File: config.mk
export PLATFORM = sky130hd
export DESIGN_NAME = fifo_uart_tx
export DESIGN_NICKNAME = d
export VERILOG_FILES = /design/src/rtl/fifo_uart_tx.sv
export SDC_FILE = /design/constraint.sdc
export NUM_CORES = 1
export LEC_CHECK = 0
export CAP_MARGIN = 20
export CORE_UTILIZATION = 44
export DETAILED_ROUTE_END_ITERATION = 16
export PLACE_DENSITY = 0.69
export SLEW_MARGIN = 10
export SYNTH_ARGS = -nofsm -noshare
export SYNTH_HDL_FRONTEND = slang
export SYNTH_SLANG_ARGS = --single-unit
File: constraint.sdc
create_clock -name clock -period 2 [get_ports clock]
set_input_delay 0.2 -clock clock [delete_from_list [all_inputs] [get_ports clock]]
set_output_delay 0.2 -clock clock [all_outputs]
set_load 0.01 [all_outputs]
File: src/rtl/fifo_uart_tx.sv
// Drain stage for a 16x16 synchronous FIFO: pops one word at a time and sends it
// as two 8N1 UART frames, low byte first.
module fifo_uart_tx #(
  parameter int CLKS_PER_BIT = 16
) (
  input  logic        clock,
  input  logic        reset,
  input  logic        enable,
  input  logic        fifo_empty,
  input  logic [15:0] fifo_data,
  output logic        fifo_read,
  output logic        tx,
  output logic        busy,
  output logic        word_done
);

  localparam int CNT_W = (CLKS_PER_BIT > 1) ? $clog2(CLKS_PER_BIT) : 1;
  localparam logic [CNT_W-1:0] CNT_LAST = CNT_W'(CLKS_PER_BIT - 1);

  typedef enum logic [2:0] {
    IDLE  = 3'd0,
    POP   = 3'd1,
    WAIT  = 3'd2,
    START = 3'd3,
    DATA  = 3'd4,
    STOP  = 3'd5
  } state_t;

  state_t           state, state_next;
  logic [CNT_W-1:0] cnt, cnt_next;
  logic [2:0]       bit_idx, bit_idx_next;
  logic             byte_sel, byte_sel_next;
  logic [15:0]      word, word_next;
  logic             bit_end;
  logic [7:0]       cur_byte;

  always_ff @(posedge clock) begin
    if (reset) begin
      state    <= IDLE;
      cnt      <= '0;
      bit_idx  <= 3'd0;
      byte_sel <= 1'b0;
      word     <= 16'd0;
    end else begin
      state    <= state_next;
      cnt      <= cnt_next;
      bit_idx  <= bit_idx_next;
      byte_sel <= byte_sel_next;
      word     <= word_next;
    end
  end

  assign bit_end = (cnt == CNT_LAST);

  always_comb begin
    state_next    = state;
    cnt_next      = cnt;
    bit_idx_next  = bit_idx;
    byte_sel_next = byte_sel;
    word_next     = word;
    case (state)
      IDLE: begin
        cnt_next = '0;
        if (enable && !fifo_empty) begin
          state_next = POP;
        end else begin
          state_next = IDLE;
        end
      end
      POP: begin
        cnt_next   = '0;
        state_next = WAIT;
      end
      // fifo_data is the FIFO's registered output, valid only now, after the pop
      WAIT: begin
        cnt_next      = '0;
        word_next     = fifo_data;
        byte_sel_next = 1'b0;
        state_next    = START;
      end
      START: begin
        if (bit_end) begin
          cnt_next     = '0;
          bit_idx_next = 3'd0;
          state_next   = DATA;
        end else begin
          cnt_next = cnt + CNT_W'(1);
        end
      end
      DATA: begin
        if (bit_end) begin
          cnt_next = '0;
          if (bit_idx == 3'd7) begin
            state_next = STOP;
          end else begin
            bit_idx_next = bit_idx + 3'd1;
          end
        end else begin
          cnt_next = cnt + CNT_W'(1);
        end
      end
      STOP: begin
        if (bit_end) begin
          cnt_next = '0;
          if (!byte_sel) begin
            byte_sel_next = 1'b1;
            state_next    = START;
          end else begin
            state_next = IDLE;
          end
        end else begin
          cnt_next = cnt + CNT_W'(1);
        end
      end
      default: begin
        cnt_next   = '0;
        state_next = IDLE;
      end
    endcase
  end

  assign cur_byte = byte_sel ? word[15:8] : word[7:0];

  // Outputs decode registered state only, so no input reaches an output combinationally
  always_comb begin
    case (state)
      START:   tx = 1'b0;
      DATA:    tx = cur_byte[bit_idx];
      default: tx = 1'b1;
    endcase
  end

  assign fifo_read = (state == POP);
  assign busy      = (state != IDLE);
  assign word_done = (state == STOP) && bit_end && byte_sel;

endmodule
==> results of run 1 <==
-- Yosys cell counts, types with 2 or more instances --
| cell | number |
|---|---|
| mux2i_1 | 6 |
| buf_2 | 2 |
| ha_1 | 3 |
| o211ai_1 | 2 |
| o21ai_0 | 2 |
| nor3b_1 | 2 |
| xnor2_1 | 2 |
| inv_1 | 2 |
| nand3_1 | 3 |
| nor2_1 | 10 |
| a21oi_1 | 21 |
| nand2_1 | 35 |
| or3b_1 | 2 |
| or3_1 | 3 |
| clkbuf_1 | 8 |
| and2_1 | 2 |
| and3_1 | 2 |
| dfxtp_1 | 27 |
| mux4_2 | 3 |
-- timing repair --
action                                  in CTS  in global routing
endpoints found under the setup margin       2                  6
endpoints found under the hold margin        0                  0
buffers inserted                             1                  0
resized for setup                            6                  6
pin swaps                                    1                  2
-- per-layer routing --
layer	wire, um	vias up	track usage [%]
met1	1330	510	24.7
met4	17	0	2.09
met5	0	-	0
met2	1220	18	28.7
li1	-	576	-
met3	100	2	5.07
-- state kept, by name (all words and copies together) (netlist names) --
| signal | count |
|---|---|
| byte_sel | 1 |
| state | 3 |
| cnt | 4 |
| bit_idx | 3 |
| word | 16 |
-- worst register-to-register path: cells and delay by family (launching register included) --
family | cells | cell delay (ns)
AOI/OAI and AO/OA | 1 | 0.21
adders and majority gates | 2 | 0.37
buffers and inverters | 1 | 0.12
DFF | 1 | 0.36
muxes | 1 | 0.22
and+or+nand+nor | 2 | 0.55
-- layout make-up --
class | count | area [um2]
fillers | 255 | 1140
multi-input cells | 112 | 716
flip-flops and latches | 27 | 543
repair buffers | 32 | 302
well taps | 31 | 38.8
clock buffers | 3 | 22.5
inverters | 3 | 11.3
clock inverters | 1 | 7.51
-- report_power, final --
group	total, W	leakage (nW)	internal, W	switching (W)
Sequential	0.000575	0.220	0.000560	0.0000146
Combinational	0.000140	0.370	0.0000767	0.0000629
Clock	0.000247	0.0139	0.0000766	0.000170
-- cell usage in the layout, fill, tap and decap left out, types with 2 or more instances in the layout --
master and instances:
clkdlybuf4s50_1 20, nand3_1 3, and2_1 2, dlymetal6s2s_1 2
inv_1 2, o211ai_1 2, mux2i_1 6, dfxtp_2 2
buf_4 8, or3b_1 2, nand2_1 35, dfxtp_1 25
clkbuf_4 3, o21ai_0 2, nor2_1 10, xnor2_1 2
and3_1 2, or3_1 3, ha_1 2, mux4_2 3
a21oi_1 21
-- stage by stage --
stage,setup TNS [ns],instances
finish,0,209
global route,-0.0256,209
CTS,0,209
detailed placement,0,204
global placement,0,204
floorplan,0,153
-- worst max-delay path by stage --
stage                             from                      end  depth (start not counted)
2_1_floorplan  bit_idx[0]$_SDFFE_PP0P_  bit_idx[0]$_SDFFE_PP0P_                          6
3_3_place_gp   bit_idx[1]$_SDFFE_PP0P_                       tx                          5
3_5_place_dp   bit_idx[1]$_SDFFE_PP0P_  bit_idx[1]$_SDFFE_PP0P_                          7
4_1_cts          state[1]$_SDFFE_PP0P_                word_done                          5
5_1_grt        bit_idx[1]$_SDFFE_PP0P_                       tx                          5
6_report       bit_idx[1]$_SDFFE_PP0P_                       tx                          5
-- kinds of logic after synthesis --
kind of cell	count (synthesis)	synth area share, %
AO/OA/AOI/OAI	30	13.8
XOR/XNOR	3	2.02
adder cells (fa/ha/maj)	3	2.88
buffers and inverters	14	4.80
flip-flops	27	41.5
multiplexers	10	10.7
AND/OR/NAND/NOR	66	24.4
==> impl_metrics.py, run 1 <==
metrics = {
    "critical_path": {
        "worst_r2r_startpoint": "bit_idx[1]$_SDFFE_PP0P_",
        "crit_chain": "mux4_2, nor2b_4, o31ai_1, a21oi_1, buf_2",
        "crit_required_ns": 1.80,
        "reg2reg_slack_ns": 0.08,
        "critPathKind": "reg -> out",
        "crit_fanout": 2,
        "crit_path_end_kind": "primary output",
        "reg2reg_to": "bit_idx[1]$_SDFFE_PP0P_",
        "crit_arrival_ns": 1.76,
        "start_kind": "flip-flop",
        "reg2reg_depth": 7,
        "slowest_delay_ns": 0.49,
        "critical_path_buf_inv_count": 1,
        "path_delay_family": "multiplexers",
        "critPathSlowestCell": "mux4_2",
    },
    "timing": {
        "hold_ws_ns": 0.391,
        "worst_slack_ns": 0.0377,
        "slew_headroom_pct": 63.9,
        "finalHoldViolations": 0,
        "finalCritPeriodShare_pct": 98.1,
        "slew_violations": 0,
        "period_minus_slack_ns": 1.96,
        "setup_viol": 0,
        "fin_worst_skew_ns": 0.00899,
        "rsz0062_at_grt": "true",
        "tightest_slew_ns": 0.542,
        "fmax_mhz": 510,
    },
    "routing": {
        "drtIter0Drc": 17,
        "num_vias": 1106,
        "wire_per_inst_um": 12.8,
        "first_pass_iters": 4,
        "antenna_left": 0,
        "drc_errors": 0,
        "via_per_inst": 5.29,
        "wl_um": 2670,
    },
    "worst_hold_path": {
        "min_from": "fifo_data[2]",
        "worstHoldEndpoint": "word[2]$_SDFFE_PP0P_",
        "holdPathStages": 3,
        "hold_class": "in -> reg",
    },
    "synthesis": {
        "async_flop_share_pct": 0,
        "synth.area.top_cells": "dfxtp_1 (41%), nand2_1 (10%), a21oi_1 (8.1%)",
        "yosysWarningCount": 0,
        "yosysUniqueCellTypes": 35,
        "syn-num-nets": 176,
        "yosysSeqAreaShare_pct": 41.5,
        "syn_inst": 153,
        "avgSynthCellArea_um2": 8.52,
        "synth_top_cell_by_area": "dfxtp_1",
        "synth_edf_count": 0,
        "yosys.area.top_type_share_pct": 41.5,
        "synthFlopType": "dfxtp_1",
        "ys_ff_latch": 27,
        "syn_area_um2": 1300,
    },
    "clock_network": {
        "clock_sinks": 27,
        "cts_buffer_depth": 2,
        "cts_buffers": 3,
        "h-tree-depth": 1,
        "cts_hold_buf": 0,
        "cts_root_buffer": "clkbuf_4",
        "clk_pin_slew_ns": 0.16,
        "tritoncts": "yes",
        "clk_latency_ns": 0.33,
    },
    "global_route": {
        "grt_usage_pct": 17.9,
        "grt_pass1_wl_um": 4580,
        "grt_overflow": 0,
        "grt_pass1_vias": 1043,
        "antenna_found_initial": 0,
        "grt_start_max_net_pins": 18,
    },
    "placed_design": {
        "port_buffers": 23,
        "post_dp_cell_area_um2": 1580,
        "dp_slack_ns": 0.0165,
        "gp_congestion": 0.822,
        "dp_hpwl_um": 1990,
    },
    "cells_and_area": {
        "layout-drive-gt1-share_pct": 14.6,
        "utilization_pct": 59.0,
        "stdcell_area_um2": 1640,
        "area_growth_pct": 25.8,
        "diodes": 0,
        "nets": 202,
    },
    "flow_run": {
        "max_cap_viol_count": 0,
    },
    "floorplan": {
        "start_util_pct": 46.9,
        "die_area_um2": 3180,
        "rows": 19,
        "die_w_um": 56.4,
        "io_pins": 24,
        "core_um2": 2780,
        "die_h_um": 56.4,
    },
    "pwr": {
        "p_leak_nw": 0.604,
        "cellPowerDensity_nw_per_um2": 586,
        "irDropWorstVdd_uv": 548,
        "finalPower_w": 0.000961,
    },
    "run_status": {
        "status": "complete, no violations",
    },
}
(Power assumes the default switching activity.)
==> run 2, diff against run 1 <==
Settings changed: MAX_ROUTING_LAYER set to met4.
==> run 2 against run 1 <==
Effect of this change:
- total power barely moved
- cell count did not move
- non-clock buffer count stayed put
- worst setup slack better by 0.0076 ns
- clock skew rose by 0.00054 ns
- sequential share of layout area unchanged
- via count grew 0.36%
- largest cell class unchanged
==> impl_metrics.py, run 2 (synthesis gave the netlist of run 1 again) <==
metrics = {
    "timing": {
        "period_minus_slack_ns": 1.95,
        "worst_slack_ns": 0.0453,
        "tightest_slew_ns": 0.541,
        "setup_viol": 0,
        "slew_headroom_pct": 63.9,
        "setup_tns_ns": 0,
        "finalHoldViolations": 0,
        "fmax_mhz": 512,
        "rsz0062_at_grt": "true",
        "finalCritPeriodShare_pct": 97.7,
        "slew_violations": 0,
        "fin_worst_skew_ns": 0.00953,
    },
    "flow_run": {
        "max_cap_viol_count": 0,
    },
    "critical_path": {
        "critical_path_buf_inv_count": 1,
        "crit_required_ns": 1.80,
        "path_delay_family": "multiplexers",
        "crit_chain": "mux4_2, nor2b_4, o31ai_1, a21oi_1, buf_2",
        "reg2reg_depth": 7,
        "critPathKind": "reg -> out",
        "reg2reg_slack_ns": 0.08,
        "reg2reg_to": "bit_idx[1]$_SDFFE_PP0P_",
        "worst_r2r_startpoint": "bit_idx[1]$_SDFFE_PP0P_",
        "critPathSlowestCell": "mux4_2",
        "start_kind": "flip-flop",
        "slowest_delay_ns": 0.49,
        "crit_fanout": 2,
        "crit_arrival_ns": 1.75,
        "crit_path_end_kind": "primary output",
    },
    "cells_and_area": {
        "nFillCells": 255,
        "largest_reg_flops": 16,
        "largest_register": "word",
        "area.sequential_um2": 543,
        "multiInputGateArea_um2": 716,
        "layout_commonest_cell": "nand2_1",
        "final_cell_mix": "nand2_1 (35), dfxtp_1 (25), a21oi_1 (21)",
        "top_regs": "word x16, cnt x4",
        "utilization_pct": 59.0,
        "diodes": 0,
        "area_growth_pct": 25.8,
        "layout-drive-gt1-share_pct": 14.6,
        "stdcell_area_um2": 1640,
        "nets": 202,
    },
    "routing": {
        "wire_per_inst_um": 12.9,
        "drc_errors": 0,
        "wl_um": 2690,
        "antenna_left": 0,
        "num_vias": 1110,
        "first_pass_iters": 4,
        "wl_met3_um": 101,
        "top_layer": "met4",
        "via_per_inst": 5.31,
        "routed-wl-met2_um": 1220,
        "drtIter0Drc": 18,
        "drt-met1-wl_um": 1350,
    },
    "clock_network": {
        "h-tree-depth": 1,
        "tritoncts": "yes",
        "clock_sinks": 27,
        "cts_buffer_depth": 2,
        "clk_pin_slew_ns": 0.16,
        "cts_root_buffer": "clkbuf_4",
        "cts_hold_buf": 0,
        "clk_latency_ns": 0.33,
        "cts_buffers": 3,
    },
    "pwr": {
        "p_leak_nw": 0.604,
        "irDropWorstVdd_uv": 547,
        "finalPower_w": 0.000961,
        "cellPowerDensity_nw_per_um2": 586,
    },
    "run_status": {
        "status": "complete, no violations",
    },
    "global_route": {
        "grt_start_max_net_pins": 18,
        "grt_usage_pct": 18.5,
        "antenna_found_initial": 0,
        "grt_overflow": 0,
        "grt_pass1_wl_um": 4600,
        "grt_pass1_vias": 1041,
    },
    "floorplan": {
        "io_pins": 24,
        "die_h_um": 56.4,
        "die_area_um2": 3180,
        "die_w_um": 56.4,
        "start_util_pct": 46.9,
        "core_um2": 2780,
        "rows": 19,
    },
    "worst_hold_path": {
        "min_from": "fifo_data[2]",
        "worstHoldEndpoint": "word[2]$_SDFFE_PP0P_",
        "hold_class": "in -> reg",
        "holdPathStages": 3,
    },
    "placed_design": {
        "dp_slack_ns": 0.0165,
        "dp_hpwl_um": 1990,
        "gp_congestion": 0.835,
        "post_dp_cell_area_um2": 1580,
        "port_buffers": 23,
    },
}
==> run 2: cell counts in the layout (fill, tap and decap cells not counted) <==
Identical to the previous run, type by type.
==> run 2: stage by stage <==
stage | std cells | hold WS, ns
detailed placement | 204 | 0.447
CTS | 209 | 0.390
floorplan | 153 | 0.269
finish | 209 | 0.391
global route | 209 | 0.377
global placement | 204 | 0.429
==> run 2: worst max-delay path by stage <==
stage                                  from                       to  slack, ns  depth (start not counted)
global placement    bit_idx[1]$_SDFFE_PP0P_                       tx       0.04                          5
global route        bit_idx[1]$_SDFFE_PP0P_                       tx      -0.03                          5
detailed placement  bit_idx[1]$_SDFFE_PP0P_  bit_idx[1]$_SDFFE_PP0P_       0.02                          7
floorplan           bit_idx[0]$_SDFFE_PP0P_  bit_idx[0]$_SDFFE_PP0P_       0.18                          6
CTS                   state[1]$_SDFFE_PP0P_                word_done       0.01                          5
finish              bit_idx[1]$_SDFFE_PP0P_                       tx       0.05                          5
==> run 2: where the power goes <==
group	switching [W]	internal [W]	total (W)
sequential	0.0000146	0.000560	0.000575
combinational	0.0000630	0.0000767	0.000140
clock	0.000170	0.0000766	0.000247
total	0.000248	0.000714	0.000961
==> run 2: area by class of cell <==
cell class / instances / area share [%]
Multi-Input combinational cell: 112 / 43.6
Sequential cell: 27 / 33.1
Timing Repair Buffer: 32 / 18.4
Tap cell: 31 / 2.36
Clock buffer: 3 / 1.37
Inverter: 3 / 0.687
Clock inverter: 1 / 0.458
==> run 2: worst reg2reg max path, stage by stage (launching register included) <==
cell and delay, ns:
dfxtp_2 0.36, buf_6 0.12, ha_1 0.18, ha_2 0.19
or4b_4 0.49, a21boi_4 0.21, mux2i_1 0.22, nor2_1 0.05
==> run 2: timing repair <==
action | in CTS | in global routing
cloned | 0 | 0
buffers inserted | 1 | 0
endpoints found under the setup margin | 2 | 6
resized for setup | 6 | 6
pin swaps | 1 | 2
hold endpoints to repair | 0 | 0
==> run 2: metal layers <==
metal / track usage, % / up-vias
met4: 2.09 / 0
met1: 24.9 / 511
met2: 28.7 / 20
li1: - / 577
met5: - / -
met3: 5.07 / 2
==> run 3, diff against run 2 <==
Settings changed: ABC_CLOCK_PERIOD_IN_PS set to 2000, SETUP_SLACK_MARGIN set to 0.3.
==> run 3 against run 2 <==
Effect of this change:
- clock power is 3% lower
- core utilization is 1.9 points higher
- flip-flop and latch count stayed put
- critical endpoint is now bit_idx[1]$_SDFFE_PP0P_
==> impl_metrics.py, run 3 (synthesis gave the netlist of run 1 again) <==
metrics = {
    "critical_path": {
        "critPathKind": "reg -> reg",
        "crit_required_ns": 2.23,
        "startpoint": "bit_idx[1]$_SDFFE_PP0P_",
        "reg2reg_depth": 8,
        "reg2reg_slack_ns": 0.03,
        "start_kind": "flip-flop",
        "reg2reg_to": "bit_idx[1]$_SDFFE_PP0P_",
        "crit_path_end": "bit_idx[1]$_SDFFE_PP0P_",
        "crit_arrival_ns": 2.20,
        "crit_path_end_kind": "flip-flop",
        "worst_r2r_startpoint": "bit_idx[1]$_SDFFE_PP0P_",
        "crit_fanout": 3,
    },
    "global_route": {
        "grt_overflow": 0,
        "grt_pass1_wl_um": 4710,
        "grt_pass1_vias": 1031,
        "grt_usage_pct": 18.7,
        "antenna_found_initial": 0,
        "grt_start_max_net_pins": 24,
    },
    "clock_network": {
        "clk_latency_ns": 0.33,
        "clock_sinks": 27,
        "cts_root_buffer": "clkbuf_4",
        "tritoncts": "yes",
        "h-tree-depth": 1,
        "clk_pin_slew_ns": 0.15,
        "cts_buffer_depth": 2,
        "cts_buffers": 3,
    },
    "pwr": {
        "finalPower_w": 0.000951,
        "cellPowerDensity_nw_per_um2": 562,
        "p_leak_nw": 0.605,
        "irDropWorstVdd_uv": 492,
    },
    "cells_and_area": {
        "nFillCells": 258,
        "top_regs": "word x16, cnt x4",
        "largest_register": "word",
        "utilization_pct": 60.9,
        "fin_cells": 214,
        "area_growth_pct": 29.9,
        "layout_commonest_cell": "nand2_1",
        "final_cell_mix": "nand2_1 (35), dfxtp_1 (22), a21oi_1 (21)",
        "largest_reg_flops": 16,
        "layout-drive-gt1-share_pct": 20.2,
        "diodes": 0,
        "nets": 207,
    },
    "placed_design": {
        "place_inst": 206,
        "dp_hpwl_um": 2010,
        "port_buffers": 23,
        "gp_congestion": 0.823,
        "dp_slack_ns": -0.00924,
    },
    "routing": {
        "drtIter0Drc": 39,
        "via_per_inst": 5.42,
        "first_pass_iters": 4,
        "wire_per_inst_um": 12.9,
        "num_vias": 1159,
        "wl_um": 2770,
        "drc_errors": 0,
        "antenna_left": 0,
    },
    "timing": {
        "fin_worst_skew_ns": 0.00816,
        "rsz0062_at_grt": "true",
        "finalHoldViolations": 0,
        "worst_slack_ns": 0.0291,
        "slew_violations": 0,
        "period_minus_slack_ns": 1.97,
        "setup_viol": 0,
        "fmax_mhz": 507,
        "finalCritPeriodShare_pct": 98.5,
        "hold_ws_ns": 0.397,
        "tightest_slew_ns": 0.552,
        "slew_headroom_pct": 63.2,
    },
    "worst_hold_path": {
        "holdPathStages": 3,
        "hold_class": "in -> reg",
    },
    "flow_run": {
        "max_cap_viol_count": 0,
    },
    "run_status": {
        "status": "complete, no violations",
    },
    "floorplan": {
        "start_util_pct": 46.9,
        "rows": 19,
        "core_um2": 2780,
        "die_w_um": 56.4,
        "die_area_um2": 3180,
        "io_pins": 24,
        "die_h_um": 56.4,
    },
}
## run 3: changes by cell type in the layout (fill, tap and decap cells not counted), sizes merged
cell / change
dlymetal6s2s: -2
buf: +5
clkdlybuf4s50: -1
clkinv: +1
clkbuf: +2
clkinvlp: -1
dlygate4sd2: +1
## run 3: critical path, cell delays in order (launching register included)
cell and delay [ns]:
dfxtp_2 0.37, buf_6 0.11, buf_6 0.11, ha_4 0.15
ha_4 0.15, or4b_4 0.49, a21boi_4 0.21, mux2i_1 0.23
nor2_1 0.06
## run 3: report_power, final
group,internal [W],switching [W]
Clock,0.0000751,0.000165
Sequential,0.000559,0.0000150
Combinational,0.0000739,0.0000637
Total,0.000708,0.000244
## run 3: layout make-up
cell class                      count  area, um2  share of cell area, %
Clock buffer                        3       22.5                   1.33
Clock inverter                      1       5.00                  0.295
Inverter                            3       11.3                  0.665
Multi-Input combinational cell    112        738                   43.6
Sequential cell                    27        552                   32.6
Tap cell                           31       38.8                   2.29
Timing Repair Buffer               37        327                   19.3
## run 3: layer usage
| layer | up-vias | part of all wire [%] | wire length [um] | GRT usage, % |
|---|---|---|---|---|
| li1 | 585 | - | - | - |
| met2 | 24 | 46 | 1260 | 27.4 |
| met5 | - | 0 | 0 | - |
| met4 | 0 | 0.83 | 23 | 4.18 |
| met1 | 546 | 50 | 1380 | 27.7 |
| met3 | 4 | 3.4 | 95 | 2.07 |
## run 3: what timing repair did
| item | in CTS | in global routing |
|---|---|---|
| gates resized for setup | 18 | 2 |
| endpoints found under the setup margin | 7 | 7 |
| buffers inserted | 4 | 0 |
| endpoints found under the hold margin | 0 | 0 |
| hold buffers | 0 | 0 |
| pin swaps | 5 | 3 |
## run 3: worst min path at each step
stage / startpoint / end / slack, ns
6_report: fifo_data[14] / word[14]$_SDFFE_PP0P_ / 0.40
5_1_grt: fifo_data[2] / word[2]$_SDFFE_PP0P_ / 0.41
4_1_cts: fifo_data[14] / word[14]$_SDFFE_PP0P_ / 0.40
3_5_place_dp: cnt[0]$_SDFF_PP0_ / cnt[0]$_SDFF_PP0_ / 0.44
3_3_place_gp: cnt[0]$_SDFF_PP0_ / cnt[0]$_SDFF_PP0_ / 0.43
2_1_floorplan: reset / word[3]$_SDFFE_PP0P_ / 0.27
## run 3: through the flow
stage / setup TNS [ns] / cell area, um2
2_1_floorplan: 0 / 1330
3_3_place_gp: 0 / 1630
3_5_place_dp: -0.00924 / 1630
4_1_cts: 0 / 1700
5_1_grt: -0.0743 / 1690
6_report: 0 / 1690
